### src/rtl/tpu_dma_engine.sv
// tpu_dma_engine: single-channel memory-to-memory copy engine.
//
// A command (src, dst, size in bytes) is accepted in IDLE. The engine then
// alternates between a READ phase, which fills a small staging FIFO from
// memory, and a WRITE phase, which drains the FIFO back to memory at the
// destination. This repeats until every byte is copied, and a one-cycle
// done pulse follows. Commands that are empty or not word aligned go to ERR
// and set the sticky error flag. No memory is accessed for such a command.
//
// Handshake semantics:
//   cmd:  a command transfers on a rising edge where cmd_valid && cmd_ready.
//   mem:  mem_read/mem_write is a request held with a stable mem_addr and
//         mem_wdata until a cycle with mem_ready=1. That cycle completes the
//         access, and read data is taken from mem_rdata in the same cycle.
//
// Ports:
//   clk, rst_n                      clock, synchronous active-low reset
//   cmd_valid/cmd_ready             command handshake
//   cmd_src/cmd_dst/cmd_size        byte addresses and byte length
//   abort                           cancel an active READ/WRITE phase
//   mem_addr/mem_read/mem_write     memory request
//   mem_wdata/mem_rdata/mem_ready   memory data and completion
//   busy/done/error/bytes_done      status
module tpu_dma_engine #(
  parameter int DATA_WIDTH = 32,
  parameter int ADDR_WIDTH = 32,
  parameter int FIFO_DEPTH = 4
) (
  input  logic                  clk,
  input  logic                  rst_n,
  input  logic                  cmd_valid,
  output logic                  cmd_ready,
  input  logic [ADDR_WIDTH-1:0] cmd_src,
  input  logic [ADDR_WIDTH-1:0] cmd_dst,
  input  logic [31:0]           cmd_size,
  input  logic                  abort,
  output logic [ADDR_WIDTH-1:0] mem_addr,
  output logic                  mem_read,
  output logic                  mem_write,
  output logic [DATA_WIDTH-1:0] mem_wdata,
  input  logic [DATA_WIDTH-1:0] mem_rdata,
  input  logic                  mem_ready,
  output logic                  busy,
  output logic                  done,
  output logic                  error,
  output logic [31:0]           bytes_done
);

  localparam int PTR_W = $clog2(FIFO_DEPTH);
  localparam int CNT_W = PTR_W + 1;

  typedef enum logic [2:0] {
    S_IDLE,
    S_READ,
    S_WRITE,
    S_DONE,
    S_ERR
  } state_t;

  state_t                state_q, state_d;
  logic [ADDR_WIDTH-1:0] rd_addr_q, rd_addr_d;
  logic [ADDR_WIDTH-1:0] wr_addr_q, wr_addr_d;
  logic [31:0]           rd_rem_q, rd_rem_d;
  logic [31:0]           bytes_done_q, bytes_done_d;
  logic                  error_q, error_d;
  logic [PTR_W-1:0]      wr_ptr_q, wr_ptr_d;
  logic [PTR_W-1:0]      rd_ptr_q, rd_ptr_d;
  logic [CNT_W-1:0]      count_q, count_d;
  logic [DATA_WIDTH-1:0] fifo_mem_q [FIFO_DEPTH];
  logic [DATA_WIDTH-1:0] fifo_mem_d [FIFO_DEPTH];

  logic fifo_full;
  logic bad_cmd;

  assign fifo_full = (count_q == CNT_W'(FIFO_DEPTH));
  assign bad_cmd   = (cmd_size == 32'd0) || (cmd_size[1:0] != 2'b00) ||
                     (cmd_src[1:0] != 2'b00) || (cmd_dst[1:0] != 2'b00);

  always_comb begin
    state_d      = state_q;
    rd_addr_d    = rd_addr_q;
    wr_addr_d    = wr_addr_q;
    rd_rem_d     = rd_rem_q;
    bytes_done_d = bytes_done_q;
    error_d      = error_q;
    wr_ptr_d     = wr_ptr_q;
    rd_ptr_d     = rd_ptr_q;
    count_d      = count_q;
    fifo_mem_d   = fifo_mem_q;
    cmd_ready    = 1'b0;
    mem_read     = 1'b0;
    mem_write    = 1'b0;
    mem_addr     = '0;
    mem_wdata    = '0;

    case (state_q)
      S_IDLE: begin
        cmd_ready = 1'b1;
        if (cmd_valid) begin
          rd_addr_d    = cmd_src;
          wr_addr_d    = cmd_dst;
          rd_rem_d     = cmd_size;
          bytes_done_d = 32'd0;
          error_d      = bad_cmd;
          state_d      = bad_cmd ? S_ERR : S_READ;
        end
      end

      S_READ: begin
        mem_addr = rd_addr_q;
        mem_read = !fifo_full;
        if (abort) begin
          state_d  = S_IDLE;
          wr_ptr_d = '0;
          rd_ptr_d = '0;
          count_d  = '0;
        end else if (mem_ready && !fifo_full) begin
          fifo_mem_d[wr_ptr_q] = mem_rdata;
          wr_ptr_d  = wr_ptr_q + 1'b1;
          count_d   = count_q + 1'b1;
          rd_addr_d = rd_addr_q + ADDR_WIDTH'(4);
          rd_rem_d  = rd_rem_q - 32'd4;
          // This read either fills the FIFO or is the last word of the copy.
          if ((count_q == CNT_W'(FIFO_DEPTH - 1)) || (rd_rem_q == 32'd4)) begin
            state_d = S_WRITE;
          end
        end
      end

      S_WRITE: begin
        mem_write = 1'b1;
        mem_addr  = wr_addr_q;
        mem_wdata = fifo_mem_q[rd_ptr_q];
        if (abort) begin
          state_d  = S_IDLE;
          wr_ptr_d = '0;
          rd_ptr_d = '0;
          count_d  = '0;
        end else if (mem_ready) begin
          rd_ptr_d     = rd_ptr_q + 1'b1;
          count_d      = count_q - 1'b1;
          wr_addr_d    = wr_addr_q + ADDR_WIDTH'(4);
          bytes_done_d = bytes_done_q + 32'd4;
          if (count_q == CNT_W'(1)) begin
            state_d = (rd_rem_q != 32'd0) ? S_READ : S_DONE;
          end
        end
      end

      S_DONE: state_d = S_IDLE;

      S_ERR: state_d = S_IDLE;

      default: state_d = S_IDLE;
    endcase
  end

  always_ff @(posedge clk) begin
    if (!rst_n) begin
      state_q      <= S_IDLE;
      rd_addr_q    <= '0;
      wr_addr_q    <= '0;
      rd_rem_q     <= '0;
      bytes_done_q <= '0;
      error_q      <= 1'b0;
      wr_ptr_q     <= '0;
      rd_ptr_q     <= '0;
      count_q      <= '0;
    end else begin
      state_q      <= state_d;
      rd_addr_q    <= rd_addr_d;
      wr_addr_q    <= wr_addr_d;
      rd_rem_q     <= rd_rem_d;
      bytes_done_q <= bytes_done_d;
      error_q      <= error_d;
      wr_ptr_q     <= wr_ptr_d;
      rd_ptr_q     <= rd_ptr_d;
      count_q      <= count_d;
    end
  end

  // Storage needs no reset. The pointers and count decide which entries are valid.
  always_ff @(posedge clk) begin
    fifo_mem_q <= fifo_mem_d;
  end

  assign busy       = (state_q == S_READ) || (state_q == S_WRITE) || (state_q == S_DONE);
  assign done       = (state_q == S_DONE);
  assign error      = error_q;
  assign bytes_done = bytes_done_q;

endmodule

### config.mk
export PLATFORM = sky130hd
export DESIGN_NAME = tpu_dma_engine
export DESIGN_NICKNAME = d
export VERILOG_FILES = /design/src/rtl/tpu_dma_engine.sv
export SDC_FILE = /design/constraint.sdc
export NUM_CORES = 1
export LEC_CHECK = 0
export BUFFER_PORTS_ARGS = -buffer_cell sky130_fd_sc_hd__clkbuf_2
export CORE_MARGIN = 4
export CORE_UTILIZATION = 57
export DETAILED_ROUTE_END_ITERATION = 8
export PLACE_DENSITY = 0.9
export RECOVER_POWER = 50
export SKIP_LAST_GASP = 1
export SYNTH_ARGS = -nofsm -noshare
export SYNTH_HDL_FRONTEND = slang
export SYNTH_SLANG_ARGS = --single-unit
### constraint.sdc
create_clock -name clk -period 3.3 [get_ports clk]
set_input_delay 0.99 -clock clk [delete_from_list [all_inputs] [get_ports clk]]
set_output_delay 0.99 -clock clk [all_outputs]
set_load 0.01 [all_outputs]
## Yosys cells after proc, flatten, opt, wreduce, memory -nomap -nowiden

Cells that the tools add are included.

| operators by class | value |
|---|---|
| add/subtract/negate cells | 8 |
| order comparisons | 3 |
| equal/unequal tests | 18 |
| multiplexer cells | 49 |
| bitwise logic cells | 3 |
| reduce and logical (&&, ||, !) cells | 26 |

Operators with widths:

| operator | count |
|---|---|
| two-way mux 32 bit | 16 |
| one-hot mux 32 bit (2 select lines) | 5 |
| bitwise mux 128 bit | 1 |
| adder 32 x 3 -> 32 bit, second input constant | 3 |
| binary-select mux 32 bit (select 2 bit) | 1 |
| demux 32 bit (select 2 bit) | 1 |
| two-way mux 3 bit | 12 |
| == test 32 x 3 -> 1 bit, second input constant | 1 |
| zero test 32 bit | 1 |
| nonzero test 32 bit | 1 |
| subtractor 32 x 3 -> 32 bit, second input constant | 1 |
| inequality test 2 bit, second input constant | 7 |
| two-way mux 2 bit | 6 |
| inequality test 3 bit, second input constant | 4 |
| AND reduction 3 bit | 4 |
| nonzero test 2 bit | 6 |
| == test 3 x 2 -> 1 bit, second input constant | 3 |
| one-hot mux 3 bit (3 select lines) | 1 |
| one-hot mux 2 bit (2 select lines) | 2 |
| AND reduction 4 bit | 2 |
| == test 3 x 1 -> 1 bit, second input constant | 2 |
| greater-or-equal comparator 3 bit, second input constant | 2 |
| logical OR 1 bit | 6 |
| NOT 2 -> 3 bit | 2 |
| 13 further kinds | 17 |

| storage, ports and cells | value |
|---|---|
| register bits | 267 |
| input port bits | 133 |
| logic and storage cells | 120 |

## Depth between registers and ports, before layout

Gate-level depths: netlist (run 1).

| depth | value |
|---|---|
| depth after elaboration | 7 |
| mapped depth | 9 |
| depth with buffers taken out | 7 |

## Least setup slack after synthesis (run 1)

OpenSTA, ideal clock, no wires.

| timing | value |
|---|---|
| kind | register to output |
| start point | reg state_q[1] |
| end point | out mem_wdata[26] |
| arrival | 1,897 ps |
| path slack | 413 ps |
| stages on the path, launching flop included | 8 |
| path buffers | 4 |
| path through | dfxtp_1 or3b_2 clkbuf_1 inv_1 buf_2 buf_2 clkbuf_1 and2_1 |

| on the way | value |
|---|---|
| cells in the longest elaborated chain, start to end | 2 |

Ends and longest elaborated chain:

| what | RTL line | source |
|---|---|---|
| from (decl) | 60 | `state_t state_q, state_d;` |
| from (signal assigned) | 170 | `state_q <= state_d;` |
| == test 3 x 2 -> 1 bit | 96 | `case (state_q)` |
| two-way mux 32 bit | 96 |  |
| to (decl) | 40 | `output logic [DATA_WIDTH-1:0] mem_wdata,` |

Every way passes these cells.

## Worst setup path in the final report (run 1)

| timing | value |
|---|---|
| start point | reg state_q[2] |
| end point | out mem_addr[2] |

| on the way | value |
|---|---|
| cells in the longest elaborated chain, start to end | 2 |
| elaborated cells between the ends (all ways) | 3 |
| classes of those cells | 2 x eq/ne; 1 x mux |

Ends and longest elaborated chain:

| what | RTL line | source |
|---|---|---|
| == test 3 x 2 -> 1 bit / == test 3 x 1 -> 1 bit (equally long branches) | 96 |  |
| one-hot mux 32 bit (2 select lines) (*) | 96 |  |
| to (decl) | 37 | `output logic [ADDR_WIDTH-1:0] mem_addr,` |

Every way passes the cells marked *; elsewhere a longest branch is shown, timed or not.

==> out/metrics.cfg, run 1 <==
[run_status]
outcome = complete, but fails checks
violations = max-capacitance violations, max-slew violations

[timing]
slew_headroom_pct = -20.6
fmax_mhz = 307
post-route-period-util_pct = 98.7
setup_violations = 0
slew_violations = 34
timing.clock.skew_ns = 0.0190
rsz0062_at_grt = true
worst_slew_pin_slew_ns = 1.81
hold_violations = 0
final.setup.tns_ns = 0
period_minus_slack_ns = 3.26

[worst_hold_path]
hold_class = register to register
whs_path_depth = 2
hold_path_end = rd_rem_q[0]
hp-start = rd_rem_q[0]

[finish]
insertedDiodeCount = 0
area_delta_synth_final_pct = 20.2
instances_no_fill = 1896
final_nets = 1707
fin_util_pct = 70.5
drive_gt1_share_pct = 21.5
nFillCells = 1695
fin_area_um2 = 16100

[die]
rows = 55
die_area_um2 = 26000
start_util_pct = 58.6
core_area_um2 = 22800
dieHeight_um = 161
pin_count = 235
die_x_um = 161

[drt]
via_count = 12300
routed_wl_um = 39200
firstDrtPassIters = 8
avgViaCountPerCell = 6.49
postRouteAntennaNets = 0
wl_per_cell_um = 20.7
post-route-drc-count = 0
drt_iter0_drc = 1411

[grt]
grt_overflow = 0
grt_max_degree = 66
grtUsageTotal_pct = 28.9
grt_pass1_vias = 11600
grt_pass1_wl_um = 61700
grt_antenna_before_repair = 0

[placement]
hpwl_um = 26100
dpl_cell_area_um2 = 15000
io_buffers = 232
dpl.cell_count = 1840
place_congestion = 0.932

[critical_path]
cp.required_ns = 2.31
crit_path_end_kind = primary output
timing.rr.start = state_q[2]
r2r_cells = 7
worstSetupPathType = register to primary output
rrSetupSlack_ns = 0.19
cp_max_fo = 38
cp-start-kind = register
cp_data_arrival_time_ns = 2.27
reg2reg_to = bytes_done[9]

[clock_network]
clk_path_buf_depth = 3
cts_sinks = 265
clk_pin_slew_worst_paths_ns = 0.06
clock_latency_ns = 0.56
ctsHoldBuffers = 0
htreeDepth = 1
clockRootBuffer = clkbuf_16
numCtsBuffers = 29
cts_tree = done

[power]
p_total_mw = 8.84
vdd_ir_drop_max_mv = 0.543
p_leak_nw = 5.91
power.density_nw_per_um2 = 549

[yosys]
postSynthCellCount = 1352
ys_async_sr_fraction_pct = 0
synth_area_per_cell_um2 = 9.90
ys.warnings.count = 0
synth_top_flop_cell = dfxtp_1
synth-seq-cells = 265
synth_area_um2 = 13400
synth_cell_types = 83
synth_edf_count = 128
seq_area_frac_synth_pct = 49.2

[run]
drv_cap = 1

-- critical path: stages (launching register included) --
cell and delay (ns):
dfxtp_1 0.38, or3b_2 0.51, buf_4 0.22, buf_6 0.20
o21ai_0 0.19, clkbuf_2 0.16
-- repair_timing --
item,4_1_cts,5_1_grt
setup endpoints to repair,0,38
gates resized for setup,0,7
setup buffers,0,1
-- cells in the mapped netlist (7+ instances only) --
cell,instances,area share [%]
a21oi_1,94,3.5
clkbuf_1,72,2.0
nor3_1,33,1.2
or4_1,13,0.73
buf_2,15,0.56
o22ai_1,11,0.51
a21o_1,9,0.50
or3_1,15,0.70
inv_1,23,0.64
and4_1,12,0.79
a22o_1,28,1.8
a22oi_1,15,0.84
mux4_2,32,5.4
nand2_1,142,4.0
o31a_1,8,0.52
a31oi_1,19,0.89
dfxtp_1,137,20
xor2_1,12,0.79
nor4_1,34,1.6
mux2i_1,7,0.52
o21ai_0,66,2.5
a211oi_1,10,0.56
edfxtp_1,128,29
ha_1,14,1.3
and2_1,38,1.8
o31ai_1,24,1.3
nand3_1,45,1.7
and3_1,18,0.84
nor2_1,113,3.2
buf_1,11,0.31
nand4_1,38,1.8
-- logic make-up after synthesis --
logic type / after synthesis / synth area share (%)
AOI/OAI and AO/OA: 353 / 17.8
xor gates and xnor gates: 16 / 1.05
adders and majority gates: 14 / 1.31
buffers and inverters: 125 / 3.77
DFF: 265 / 49.2
muxes: 41 / 6.08
other: 1 / 0.0280
and+or+nand+nor: 537 / 20.8
-- layout make-up --
type,count,area [um^2],share of cell area (%)
tap,313,392,2.43
clock buffer,36,793,4.93
sequential,265,6590,40.9
timing repair buffer,278,1550,9.63
inverter,23,88.8,0.552
clock inverter,18,337,2.09
multi-input combinational,963,6350,39.4
-- routing by layer --
| metal | GRT usage, % | wire (um) |
|---|---|---|
| met1 | 38.7 | 15000 |
| met2 | 48.0 | 18600 |
| met3 | 4.11 | 3970 |
| met4 | 11.6 | 1710 |
| met5 | 0 | 0 |
-- worst max path at each step --
stage	startpoint	end	depth (start not counted)
floorplan	state_q[1]	mem_wdata[26]	7
detailed placement	abort	rd_addr_q[11]	6
global route	state_q[2]	mem_addr[2]	5
CTS	state_q[2]	mem_wdata[28]	5
global placement	abort	rd_addr_q[11]	6
finish	state_q[2]	mem_addr[2]	5
-- per-stage QoR --
stage	hold WS [ns]	setup WS (ns)
after global placement	0.442	0.298
after detailed placement	0.452	0.263
after floorplan	0.436	0.413
after global routing	0.486	-0.0122
final	0.475	0.0441
after CTS	0.475	0.00975
-- power by group --
part,total (mW),switching (mW),internal (mW)
sequential,3.80,0.209,3.59
clock,3.77,1.35,2.42
combinational,1.27,0.782,0.489
total,8.84,2.34,6.50
-- flip-flops by register name (all words and copies together) (netlist names) --
signal and cells:
wr_addr_q 32, rd_addr_q 32, rd_rem_q 32, error 1, state_q 3, fifo_mem_q 128
bytes_done 30, rd_ptr_q 2, wr_ptr_q 2, count_q 3
-- cell usage in the layout, fill, tap and decap left out, types with 38 or more instances in the layout --
cell / synthesis / final
clkbuf_2: 1 / 182
nand2_1: 142 / 142
dfxtp_1: 137 / 136
edfxtp_1: 128 / 128
nor2_1: 113 / 113
a21oi_1: 94 / 94
o21ai_0: 66 / 65
clkbuf_1: 72 / 61
nand3_1: 45 / 45
nand4_1: 38 / 38
No activity file was read; power rests on OpenSTA's default activity.
==> run 2, diff against run 1 <==
--- a/config.mk
+++ b/config.mk
@@ -7,9 +7,10 @@
 export LEC_CHECK = 0
 export BUFFER_PORTS_ARGS = -buffer_cell sky130_fd_sc_hd__clkbuf_2
 export CORE_MARGIN = 4
-export CORE_UTILIZATION = 57
+export CORE_UTILIZATION = 58
+export CTS_BUF_LIST = sky130_fd_sc_hd__clkbuf_4
 export DETAILED_ROUTE_END_ITERATION = 8
-export PLACE_DENSITY = 0.9
+export PLACE_DENSITY = 0.91
 export RECOVER_POWER = 50
 export SKIP_LAST_GASP = 1
 export SYNTH_ARGS = -nofsm -noshare
==> constraint.sdc (replaced) <==
create_clock -name clk -period 3.3 [get_ports clk]
set_input_delay 0.495 -clock clk [delete_from_list [all_inputs] [get_ports clk]]
set_output_delay 0.495 -clock clk [all_outputs]
set_load 0.01 [all_outputs]
==> out/metrics.cfg, run 2 (synthesis gave the netlist of run 1 again) <==
[critical_path]
reg2reg_to = rd_rem_q[22]
cp_data_arrival_time_ns = 2.63
timing.rr.start = state_q[1]
r2r_cells = 5
cp-start-kind = register
rrSetupSlack_ns = 0.23
cp.required_ns = 2.80
cp_max_fo = 25
crit_path_end_kind = primary output
worstSetupPathType = register to primary output

[timing]
setup_violations = 0
timing.clock.skew_ns = 0.0564
period_minus_slack_ns = 3.13
fmax_mhz = 319
slew_violations = 34
slew_headroom_pct = -25.1
fin_ws_ns = 0.170
hold_violations = 0
final.setup.tns_ns = 0
post-route-period-util_pct = 94.8
rsz0062_at_grt = false
worst_slew_pin_slew_ns = 1.88

[die]
start_util_pct = 59.1
rows = 55
pin_count = 235
die_area_um2 = 25600
dieHeight_um = 160
core_area_um2 = 22600
die_x_um = 160

[worst_hold_path]
whs_path_depth = 3
hp-start = cmd_dst[3]
hold_path_end = wr_addr_q[3]
hold_class = input port to register

[power]
p_total_mw = 8.12
vdd_ir_drop_max_mv = 0.546
p_leak_nw = 5.89
power.density_nw_per_um2 = 509

[clock_network]
cts_tree = done
cts_sinks = 265
numCtsBuffers = 71
clk_path_buf_depth = 3
clockRootBuffer = clkbuf_4
clock_latency_ns = 0.71
htreeDepth = 3
clk_pin_slew_worst_paths_ns = 0.07

[grt]
grt_pass1_wl_um = 65000
grt_antenna_before_repair = 3
grt_pass1_vias = 12100
grt_overflow = 0
grt_max_degree = 70
grtUsageTotal_pct = 31.5

[finish]
instances_no_fill = 1958
fin_util_pct = 70.4
largest_register = fifo_mem_q
final_nets = 1762
area_delta_synth_final_pct = 19.1
drive_gt1_share_pct = 22.6
final_common_cell = clkbuf_2
layout_common_cells = clkbuf_2 (170), nand2_1 (142), dfxtp_1 (133)
largest_register_ffs = 128
nFillCells = 1661

[placement]
hpwl_um = 26400
io_buffers = 232
place_congestion = 0.968
dpl.cell_count = 1796
dp_slack_ns = 0.484

[run_status]
outcome = complete, but fails checks
violations = max-capacitance violations, max-slew violations

[run]
drv_cap = 1

[drt]
drt_iter0_drc = 1691
routed_wl_um = 41600
firstDrtPassIters = 7
wl_per_cell_um = 21.3
post-route-drc-count = 0
postRouteAntennaNets = 0
via_count = 12600
avgViaCountPerCell = 6.44

[run 2: worst max path at each step]
stage,to,slack (ns),start
after global placement,rd_addr_q[16],0.59,state_q[0]
after detailed placement,rd_addr_q[16],0.48,state_q[0]
after CTS,mem_addr[2],0.002,state_q[0]
final,mem_addr[18],0.17,state_q[1]
after global routing,mem_addr[18],0.03,state_q[1]
after floorplan,fifo_mem_q[0],0.54,state_q[0]
[run 2: repair_timing]
item / 4_1_cts / 5_1_grt
endpoints found under the setup margin: 59 / 58
hold buffers: 30 / 1
hold endpoints to repair: 112 / 4
setup buffers: 0 / 0
resized for setup: 3 / 4
[run 2: metal layers]
| layer | routed length [um] | track usage [%] | vias to the layer above |
|---|---|---|---|
| met3 | 4280 | 7.95 | 156 |
| met2 | 19600 | 50.7 | 813 |
| met5 | 0 | 0 | - |
| met1 | 15800 | 40.0 | 5912 |
| met4 | 1930 | 15.0 | 0 |
| li1 | - | - | 5733 |
[run 2: final cells by class]
cell class	instances	area (um^2)	area share, %
sequential	265	6590	41.3
clock inverter	22	144	0.902
timing repair buffer	291	1630	10.2
multi-input combinational	963	6330	39.7
clock buffer	106	796	4.99
inverter	23	87.6	0.549
tap	285	357	2.24
antenna	3	7.51	0.0471
[run 2: worst max-delay path, stage by stage (launching register included)]
cell      delay, ns
dfxtp_2        0.53
or3b_2         0.51
clkinv_2       0.30
buf_4          0.28
a22o_1         0.19
clkbuf_2       0.14
[run 2: metrics by stage]
stage / hold WS [ns] / cell area (um^2)
after floorplan: 0.436 / 13400
after global placement: 0.443 / 14800
after detailed placement: 0.449 / 14800
after CTS: 0.00576 / 16000
after global routing: 0.0243 / 15900
final: 0.0465 / 15900
[run 2: power breakdown]
part           internal, mW  switching [mW]  total [mW]
clock                  1.58            1.48        3.05
sequential             3.59           0.228        3.82
combinational         0.478           0.770        1.25
total                  5.65            2.47        8.12
==> run 3, diff against run 2 <==
--- a/config.mk
+++ b/config.mk
@@ -6,11 +6,11 @@
 export NUM_CORES = 1
 export LEC_CHECK = 0
 export BUFFER_PORTS_ARGS = -buffer_cell sky130_fd_sc_hd__clkbuf_2
-export CORE_MARGIN = 4
-export CORE_UTILIZATION = 58
+export CORE_MARGIN = 2
+export CORE_UTILIZATION = 31
 export CTS_BUF_LIST = sky130_fd_sc_hd__clkbuf_4
 export DETAILED_ROUTE_END_ITERATION = 8
-export PLACE_DENSITY = 0.91
+export PLACE_DENSITY = 0.58
 export RECOVER_POWER = 50
 export SKIP_LAST_GASP = 1
 export SYNTH_ARGS = -nofsm -noshare
==> out/metrics.cfg, run 3 (synthesis gave the netlist of run 1 again) <==
[clock_network]
clk_pin_slew_worst_paths_ns = 0.06
clock_latency_ns = 0.81
clockRootBuffer = clkbuf_4
cts_tree = done
clk_path_buf_depth = 3
cts_sinks = 265
htreeDepth = 3
numCtsBuffers = 78

[placement]
hpwl_um = 29000
dpl.cell_count = 2102
io_buffers = 232
place_congestion = 0.896

[grt]
grt_max_degree = 99
grt_antenna_before_repair = 2
grt_pass1_wl_um = 66300
grt_overflow = 0
grt_pass1_vias = 12100
grtUsageTotal_pct = 19.1

[die]
pin_count = 235
die_area_um2 = 44900
core_area_um2 = 42900
die_x_um = 212
start_util_pct = 31.2
rows = 76
dieHeight_um = 212

[drt]
firstDrtPassIters = 6
drt_iter0_drc = 906
post-route-drc-count = 0
postRouteAntennaNets = 0
routed_wl_um = 43400
via_count = 12400
wl_per_cell_um = 18.9
avgViaCountPerCell = 5.41

[finish]
area_delta_synth_final_pct = 24.6
drive_gt1_share_pct = 21.9
fin_util_pct = 38.9
layout_common_cells = clkbuf_2 (171), nand2_1 (142), dfxtp_1 (135)
instances_no_fill = 2298
largest_register_ffs = 128
final_common_cell = clkbuf_2
final_nets = 1807
largest_register = fifo_mem_q

[timing]
fmax_mhz = 318
setup_violations = 0
post-route-period-util_pct = 95.3
rsz0062_at_grt = false
period_minus_slack_ns = 3.15
timing.clock.skew_ns = 0.0648
final.setup.tns_ns = 0
slew_violations = 0
slew_headroom_pct = 3.78
hold_violations = 0
worst_slew_pin_slew_ns = 1.44

[run_status]
outcome = completed

[critical_path]
cp.required_ns = 2.80
cp_max_fo = 52
worstSetupPathType = register to primary output
cp_data_arrival_time_ns = 2.65
crit_path_end_kind = primary output
rrSetupSlack_ns = 0.30
cp-start-kind = register

[worst_hold_path]
hold_class = input port to register

[power]
vdd_ir_drop_max_mv = 0.312
power.density_nw_per_um2 = 494
p_leak_nw = 6.06

[run]
drv_cap = 0

==> run 3: changes by cell type in the layout (fill, tap and decap cells not counted), sizes merged <==
cell | previous run | this run
dlygate4sd3 | 31 | 61
buf | 21 | 28
clkbuf | 345 | 349
inv | 27 | 23
clkinv | 17 | 19
bufinv | 1 | 2
==> run 3: area by class of cell <==
type / instances / area (um^2)
Fill cell: 4345 / 26200
Sequential cell: 265 / 6590
Multi-Input combinational cell: 963 / 6280
Timing Repair Buffer: 329 / 2030
Clock buffer: 109 / 818
Tap cell: 585 / 732
Clock inverter: 21 / 133
Inverter: 23 / 91.3
Antenna cell: 3 / 7.51
==> run 3: metrics by stage <==
stage	worst slack (ns)	total power [mW]	hold WS, ns	cell area (um^2)
5_1_grt	0.00908	8.67	0.0374	16700
6_report	0.155	8.24	0.0771	16700
2_1_floorplan	0.540	4.62	0.436	13400
3_5_place_dp	0.655	5.13	0.452	15200
3_3_place_gp	0.720	5.11	0.450	15200
4_1_cts	-0.0379	8.38	0.00250	16800
==> run 3: where the power goes <==
part / internal (mW) / switching [mW]
Clock: 1.66 / 1.46
Combinational: 0.516 / 0.799
Sequential: 3.59 / 0.213
Total: 5.77 / 2.47
==> run 3: final timing paths <==
check,from,endpoint,cells past startpoint
max,state_q[2],mem_addr[27],5
min,cmd_size[28],rd_rem_q[28],3
max reg2reg,count_q[0],rd_rem_q[22],8
min reg2reg,rd_rem_q[1],rd_rem_q[1],2
==> run 3: metal layers <==
layer	global-route usage [%]	vias up	wire length, um
li1	-	5828	-
met1	22.8	5960	17600
met2	31.2	517	20500
met3	4.76	129	3040
met4	11.0	0	2200
met5	0	-	0
==> run 3: worst max-delay path, cell delays in order, from the launching register on <==
cell,delay [ns]
dfxtp_1,0.30
buf_4,0.18
or3b_2,0.50
buf_4,0.31
o21ai_1,0.34
clkbuf_2,0.20
==> run 3: repair_timing <==
action | in CTS | in global routing
hold buffers | 61 | 0
setup endpoints to repair | 33 | 4
endpoints found under the hold margin | 157 | 0
buffers inserted | 1 | 0
resized for setup | 3 | 3
cloned | 0 | 1
